## src/rtl/stopwatch_pkg.sv

```systemverilog
// Shared definitions for the stopwatch controller.
//   DIGITS_W          : width of the packed BCD digit bus
//   DB_CYCLES_DEFAULT : stable cycles a button needs (20 ms at 50 MHz)
//   DB_WIDTH_DEFAULT  : debounce counter width able to hold DB_CYCLES_DEFAULT-1
//   ST_*              : FSM state encodings, also visible on o_state
package stopwatch_pkg;

    localparam int DIGITS_W          = 32;
    localparam int DB_CYCLES_DEFAULT = 1000000;
    localparam int DB_WIDTH_DEFAULT  = 20;

    localparam logic [1:0] ST_IDLE  = 2'd0;
    localparam logic [1:0] ST_RUN   = 2'd1;
    localparam logic [1:0] ST_PAUSE = 2'd2;
    localparam logic [1:0] ST_LAP   = 2'd3;

endpackage

```

## src/rtl/sw_debounce.sv

```systemverilog
// Button conditioning: 2-flop synchronizer, debouncer and rising-edge detector.
// Ports:
//   clk   : system clock
//   rst_n : asynchronous active-low reset
//   btn   : raw asynchronous button, active-high
//   press : one-cycle pulse, DB_CYCLES+3 edges after a stable raw rise
module sw_debounce
    import stopwatch_pkg::*;
#(
    parameter int DB_CYCLES = DB_CYCLES_DEFAULT,
    parameter int DB_WIDTH  = DB_WIDTH_DEFAULT
) (
    input  logic clk,
    input  logic rst_n,
    input  logic btn,
    output logic press
);

    // Terminal count: the DB_CYCLES-th consecutive disagreeing sample flips the level.
    localparam logic [DB_WIDTH-1:0] CNT_TC  = DB_WIDTH'(DB_CYCLES - 1);
    localparam logic [DB_WIDTH-1:0] CNT_ONE = DB_WIDTH'(1);

    logic [1:0]          sync;
    logic                level;
    logic                level_q;
    logic [DB_WIDTH-1:0] cnt;

    always_ff @(posedge clk or negedge rst_n) begin
        if (!rst_n) begin
            sync <= 2'b00;
        end else begin
            sync <= {sync[0], btn};
        end
    end

    // Any sample agreeing with the current level restarts the stability count.
    always_ff @(posedge clk or negedge rst_n) begin
        if (!rst_n) begin
            level <= 1'b0;
            cnt   <= '0;
        end else if (sync[1] == level) begin
            cnt <= '0;
        end else if (cnt == CNT_TC) begin
            level <= sync[1];
            cnt   <= '0;
        end else begin
            cnt <= cnt + CNT_ONE;
        end
    end

    always_ff @(posedge clk or negedge rst_n) begin
        if (!rst_n) begin
            level_q <= 1'b0;
            press   <= 1'b0;
        end else begin
            level_q <= level;
            press   <= level & ~level_q;
        end
    end

endmodule

```

## src/rtl/stopwatch_ctrl.sv

```systemverilog
// Stopwatch control FSM: debounces the two buttons, sequences the counter
// enable/clear and freezes the display for lap times.
//
//   state  | meaning
//   -------+-----------------------------------------------------------
//   IDLE   | stopped at zero; lap_reset press re-clears the counter
//   RUN    | counting, display live
//   PAUSE  | stopped, display live; lap_reset press clears to IDLE
//   LAP    | counting, display frozen on captured lap value
//
// Ports:
//   i_clk, i_rst_n : clock and asynchronous active-low reset
//   i_start_stop   : raw start/stop button
//   i_lap_reset    : raw lap/reset button
//   i_digits       : live BCD digits from the counter
//   o_en           : counter enable (RUN or LAP)
//   o_sclr         : registered one-cycle counter clear (high in reset)
//   o_lap_hold     : display frozen (LAP)
//   o_disp         : digits to display
//   o_state        : current FSM state
module stopwatch_ctrl
    import stopwatch_pkg::*;
#(
    parameter int DB_CYCLES = DB_CYCLES_DEFAULT,
    parameter int DB_WIDTH  = DB_WIDTH_DEFAULT
) (
    input  logic                i_clk,
    input  logic                i_rst_n,
    input  logic                i_start_stop,
    input  logic                i_lap_reset,
    input  logic [DIGITS_W-1:0] i_digits,
    output logic                o_en,
    output logic                o_sclr,
    output logic                o_lap_hold,
    output logic [DIGITS_W-1:0] o_disp,
    output logic [1:0]          o_state
);

    logic                ss_press;
    logic                lr_press;
    logic [1:0]          state;
    logic [1:0]          state_nxt;
    logic                clr_nxt;
    logic                capture;
    logic [DIGITS_W-1:0] lap_reg;

    sw_debounce #(
        .DB_CYCLES (DB_CYCLES),
        .DB_WIDTH  (DB_WIDTH)
    ) u_db_start_stop (
        .clk   (i_clk),
        .rst_n (i_rst_n),
        .btn   (i_start_stop),
        .press (ss_press)
    );

    sw_debounce #(
        .DB_CYCLES (DB_CYCLES),
        .DB_WIDTH  (DB_WIDTH)
    ) u_db_lap_reset (
        .clk   (i_clk),
        .rst_n (i_rst_n),
        .btn   (i_lap_reset),
        .press (lr_press)
    );

    // start_stop is tested first in every state, so a simultaneous
    // lap_reset press is dropped.
    always_comb begin
        state_nxt = state;
        clr_nxt   = 1'b0;
        capture   = 1'b0;
        case (state)
            ST_IDLE: begin
                if (ss_press) begin
                    state_nxt = ST_RUN;
                end else if (lr_press) begin
                    clr_nxt = 1'b1;
                end
            end
            ST_RUN: begin
                if (ss_press) begin
                    state_nxt = ST_PAUSE;
                end else if (lr_press) begin
                    state_nxt = ST_LAP;
                    capture   = 1'b1;
                end
            end
            ST_LAP: begin
                if (ss_press) begin
                    state_nxt = ST_PAUSE;
                end else if (lr_press) begin
                    state_nxt = ST_RUN;
                end
            end
            ST_PAUSE: begin
                if (ss_press) begin
                    state_nxt = ST_RUN;
                end else if (lr_press) begin
                    state_nxt = ST_IDLE;
                    clr_nxt   = 1'b1;
                end
            end
            default: begin
                state_nxt = ST_IDLE;
            end
        endcase
    end

    // o_sclr resets high so the counter is held clear until the first edge.
    always_ff @(posedge i_clk or negedge i_rst_n) begin
        if (!i_rst_n) begin
            state  <= ST_IDLE;
            o_sclr <= 1'b1;
        end else begin
            state  <= state_nxt;
            o_sclr <= clr_nxt;
        end
    end

    always_ff @(posedge i_clk or negedge i_rst_n) begin
        if (!i_rst_n) begin
            lap_reg <= '0;
        end else if (capture) begin
            lap_reg <= i_digits;
        end
    end

    assign o_en       = (state == ST_RUN) || (state == ST_LAP);
    assign o_lap_hold = (state == ST_LAP);
    assign o_disp     = o_lap_hold ? lap_reg : i_digits;
    assign o_state    = state;

endmodule

```

## config.mk

```make
export PLATFORM = sky130hd
export DESIGN_NAME = stopwatch_ctrl
export DESIGN_NICKNAME = d
export VERILOG_FILES = /design/src/rtl/stopwatch_pkg.sv /design/src/rtl/sw_debounce.sv /design/src/rtl/stopwatch_ctrl.sv
export SDC_FILE = /design/constraint.sdc
export NUM_CORES = 1
export LEC_CHECK = 0
export CORE_ASPECT_RATIO = 0.8
export CORE_UTILIZATION = 40
export CTS_BUF_LIST = sky130_fd_sc_hd__clkbuf_8
export CTS_CLUSTER_DIAMETER = 80
export DETAILED_ROUTE_END_ITERATION = 16
export RECOVER_POWER = 25
export SETUP_SLACK_MARGIN = 0.5
export SLEW_MARGIN = 20
export SYNTH_ARGS = -nofsm -noshare
export SYNTH_HDL_FRONTEND = slang
export SYNTH_SLANG_ARGS = --single-unit
```

## constraint.sdc

```tcl
create_clock -name i_clk -period 2.8 [get_ports i_clk]
set_input_delay 0.56 -clock i_clk [delete_from_list [all_inputs] [get_ports i_clk]]
set_output_delay 0.56 -clock i_clk [all_outputs]
set_load 0.02 [all_outputs]
```

After elaboration in Yosys (flattened, before gate mapping) --
Index checks and enable logic that the tools add are counted.
Storage, ports and cells: output and inout port bits 37, input port bits 36, register bits after elaboration 85
Operators by class: equal/unequal tests 11, $add $sub $neg 2, reduce and logical (&&, ||, !) cells 6, multiplexer cells 17, bitwise gates (word level) 6
Operators with widths (count):
- 2-to-1 mux 20 bit | 4
- adder 20 x 1 -> 20 bit (second input constant) | 2
- == test 20 bit (second input constant) | 2
- 2-to-1 mux 32 bit | 1
- 2-to-1 mux 2 bit | 7
- != test 3 x 1 -> 1 bit (second input constant) | 3
- case mux 2 bit (4 select lines) | 1
- == test 2 bit (second input constant) | 2
- 2-to-1 mux 1 bit | 4
- inverter 1 bit | 4
- AND reduction 2 bit | 2
- AND reduction 4 bit | 1
- AND 1 bit | 2
- == test 1 bit | 2
- == test 2 x 1 -> 1 bit (second input constant) | 1
- zero test 2 bit | 1
- != test 2 x 1 -> 1 bit (second input constant) | 1
- OR reduction 2 bit | 1
- logical OR 1 bit | 1

Depth between registers and ports, before layout --
depth in word-level cells 3, gate-level depth with buffers 6, mapped depth without buffers 5

By module --
A second synthesis with hierarchy kept.
Second synthesis, totals: cells, all modules 339, area, all modules 4053.9 µm²
By module, submodules not included:
- sw_debounce | seq. area each 625.6 µm², times used 2, area an instance 1171.1 µm², cells each 111
- stopwatch_ctrl | seq. area each 877.1 µm², times used 1, area an instance 1711.6 µm², cells each 117

Least setup slack after synthesis --
No wires, ideal clock.
kind register to output, from register state[0], in the netlist o_state[0], to output o_disp[10], cell stages (with the launch flop) 4, data arrival time 1.467 ns, path buffers 1, setup slack 0.773 ns, path through dfrtp_1 nand2_1 buf_1 mux2_2
Between the ends: word-level cells in the longest chain between the ends 2
Ends and longest elaborated chain:
- start, declared | line stopwatch_ctrl.sv:41 | logic [1:0] state;
- start signal, assigned | line stopwatch_ctrl.sv:116 | state <= state_nxt;
- == test 2 bit | line stopwatch_ctrl.sv:130 | assign o_lap_hold = (state == ST_LAP);
- 2-to-1 mux 32 bit | line stopwatch_ctrl.sv:131 | assign o_disp = o_lap_hold ? lap_reg : i_digits;
- end, declared | line stopwatch_ctrl.sv:35 | output logic [DIGITS_W-1:0] o_disp,
Every way passes these cells.

Worst setup path in the final report --
from register state[1], in the netlist o_state[1], to output o_disp[31]
Same word-level chain as after synthesis.

==> qor.txt <==
global route overflow: 0
initial antenna violation count: 0
n_diodes: 0
starting density of the core: 0.413
Worst VDD drop: 0.305 mV
GP Congestion: 0.762
Critical Path Start Type: flip-flop
vias in the first global route: 2845
Worst setup EP type: output pin
Setup CP Type: reg -> out
DR pass1 iterations: 4
Worst-Margin Slew: 1290 ps
Worst-Skew Late Latency: 360 ps
combinational power share: 0.087
Max clock buf depth: 2
Worst R2R Start: u_db_lap_reset.cnt[0]$_DFF_PN0_
Tot GR Track Use: 0.175
Buffers on Ports: 72
CP max stage cell: dfrtp_2
die width: 114 µm
top cells by area, synth: dfrtp_1 (53%), mux2_2 (19%), xor2_1 (3.3%)
Final Skew: 5.27 ps
Reg-to-Reg End: u_db_lap_reset.cnt[18]$_DFF_PN0_
first-pass GRT wire length: 13.9 mm
clock-pin slew on the worst setup and hold paths: 80 ps
pre-CTS WS: 421 ps
post-synthesis register bit count: 85
Post-DP HPWL: 5.46 mm
DR vias/cell: 5.07
total power divided by cell area: 437 mW/mm²
period utilization: 0.804
max-slew violations: 0
Finished Cell Area: 0.00512 mm²
share of the synthesized area in the top cell type: 0.525
crit-path max cell delay: 430 ps
TritonCTS clock tree: built
Seq pwr share: 0.556
CTS Buf Count: 9
clock network fraction of design power: 0.357
LEAKAGE: 2.28 nW
setup violators final: 0
WP depth: 4
Avg WL per Cell: 14.7 µm
Yosys Warn Count: 0
Worst EP arrival: 1690 ps
max-capacitance violation count: 0
Final Critical Period: 2250 ps
DR iter-0 viols: 83
nets: 464
delay-heaviest family, CP: buffers and inverters
Mapped Avg Cell Area: 11.6 µm²
Post-synth top flop: dfrtp_1
asr flop ratio synth: 1.00
Synth cell types: 37
final WL: 8.32 mm
leading area contributor after synthesis: dfrtp_1
# DRC: 0
Synth Instances: 345
Rows: 32
Die Y: 91.5 µm
Cell Area, Placed: 0.00492 mm²
fill count: 887
Worst Path Required: 2240 ps
largest net degree at the start of global routing: 38
Netlist Area Pre-Place: 0.00400 mm²
post-route ant nets: 0
Switch Pwr: 0.000524 W
core area: 0.00969 mm²
Seq/Total Area, Yosys: 0.532
leading cell type in the layout, fill and taps excluded: dfrtp_1
Max Fanout on Critical Path: 8
crit path cell chain: nand2_4 -> bufbuf_16 -> mux2_2 -> buf_2
Sum Neg Setup Slack: 0 ps
internal power: 0.00171 W
fraction of layout cells with a size suffix above 1: 0.305
worst r2r path cells: 5
Die Footprint: 0.0104 mm²
Final Hold Fails: 0
max FFs per register: 32
outcome: completed
CP bufs+invs: 2
I/O Pins: 73
switching share of power: 0.234
HP Class: in -> async
Final WS setup: 549 ps
flop2flop setup slack: 630 ps
most frequent cells in the layout: dfrtp_1 (82), mux2_2 (66), clkdlybuf4s50_1 (37)
H-tree levels: 3
RSZ-0062 raised after global routing: true
Max Clk Rate: 444 MHz
Area Overhead vs Synth: 28.0%
CTS sink count: 85
CTS root buf: clkbuf_8
via count: 2869
Mapped Nets: 383
Post-synth EDFFs: 0
relative slew slack: 0.142
-- cell usage after synthesis (4+ instances only) --
| cell | count |
|---|---|
| nand3_1 | 16 |
| nor4_1 | 4 |
| nand4_1 | 9 |
| clkbuf_1 | 6 |
| xnor2_1 | 12 |
| buf_1 | 6 |
| or4_1 | 5 |
| and3_1 | 7 |
| nor3_1 | 5 |
| inv_1 | 8 |
| nand2_1 | 11 |
| dfrtp_1 | 84 |
| mux2_2 | 66 |
| a21oi_1 | 11 |
| o21ai_0 | 11 |
| or3_1 | 4 |
| nor2_1 | 33 |
| o31ai_1 | 5 |
| xor2_1 | 15 |
-- cells by family after synthesis --
kind of cell,share of synthesized area
AND/OR/NAND/NOR,0.155
flip-flops,0.532
multiplexers,0.186
AO/OA/AOI/OAI,0.0391
XOR/XNOR,0.0591
buffers and inverters,0.0225
adder cells (fa/ha/maj),0.00625
-- worst max path at each step --
stage / startpoint / slack (ps) / endpoint
after floorplan: o_state[0]$_DFFE_PN0P_ / 770 / o_disp[10]
after global placement: i_digits[21] / 390 / o_disp[21]
after detailed placement: i_digits[3] / 420 / o_disp[3]
after CTS: o_state[1]$_DFFE_PN0P_ / 520 / o_disp[29]
after global routing: o_state[0]$_DFFE_PN0P_ / 470 / o_en
final: o_state[1]$_DFFE_PN0P_ / 550 / o_disp[31]
-- power groups by stage --
| stage | Sequential, W | Combinational (W) | Clock (W) |
|---|---|---|---|
| CTS | 0.00124 | 0.000201 | 0.000842 |
| detailed placement | 0.00127 | 0.000213 | 0 |
| finish | 0.00124 | 0.000194 | 0.000799 |
| floorplan | 0.00127 | 0.0000762 | 0 |
| global placement | 0.00127 | 0.000211 | 0 |
| global route | 0.00125 | 0.000212 | 0.000879 |
-- metal layers --
| layer | wire length [µm] | global-route usage |
|---|---|---|
| met5 | 0 | 0 |
| met3 | 450 | 0.0527 |
| met1 | 4210 | 0.239 |
| met2 | 3570 | 0.262 |
| met4 | 89 | 0.0617 |
-- what timing repair did --
action                     CTS  global route
buffers inserted             2             1
setup endpoints to repair   33            25
gates cloned                 2             0
pin swaps                    1             0
resized for setup           96             7
hold buffers                 0             0
-- stage by stage --
stage,std cells,utilization,total power (W),hold WS (ps)
4_1_cts,565,0.532,0.00229,162
2_1_floorplan,345,-,0.00134,264
3_5_place_dp,546,0.508,0.00148,341
5_1_grt,566,0.529,0.00234,177
3_3_place_gp,546,0.508,0.00148,336
6_report,566,0.529,0.00224,157
-- area by class of cell --
cell class | count | area [µm²] | share of cell area
clock buffer | 12 | 165 | 0.0322
multi-input combinational | 237 | 1810 | 0.353
sequential | 85 | 2130 | 0.416
inverter | 8 | 30.0 | 0.00586
tap | 136 | 170 | 0.0332
timing repair buffer | 85 | 803 | 0.157
clock inverter | 3 | 12.5 | 0.00244
Power figures use the tool's default switching activity.
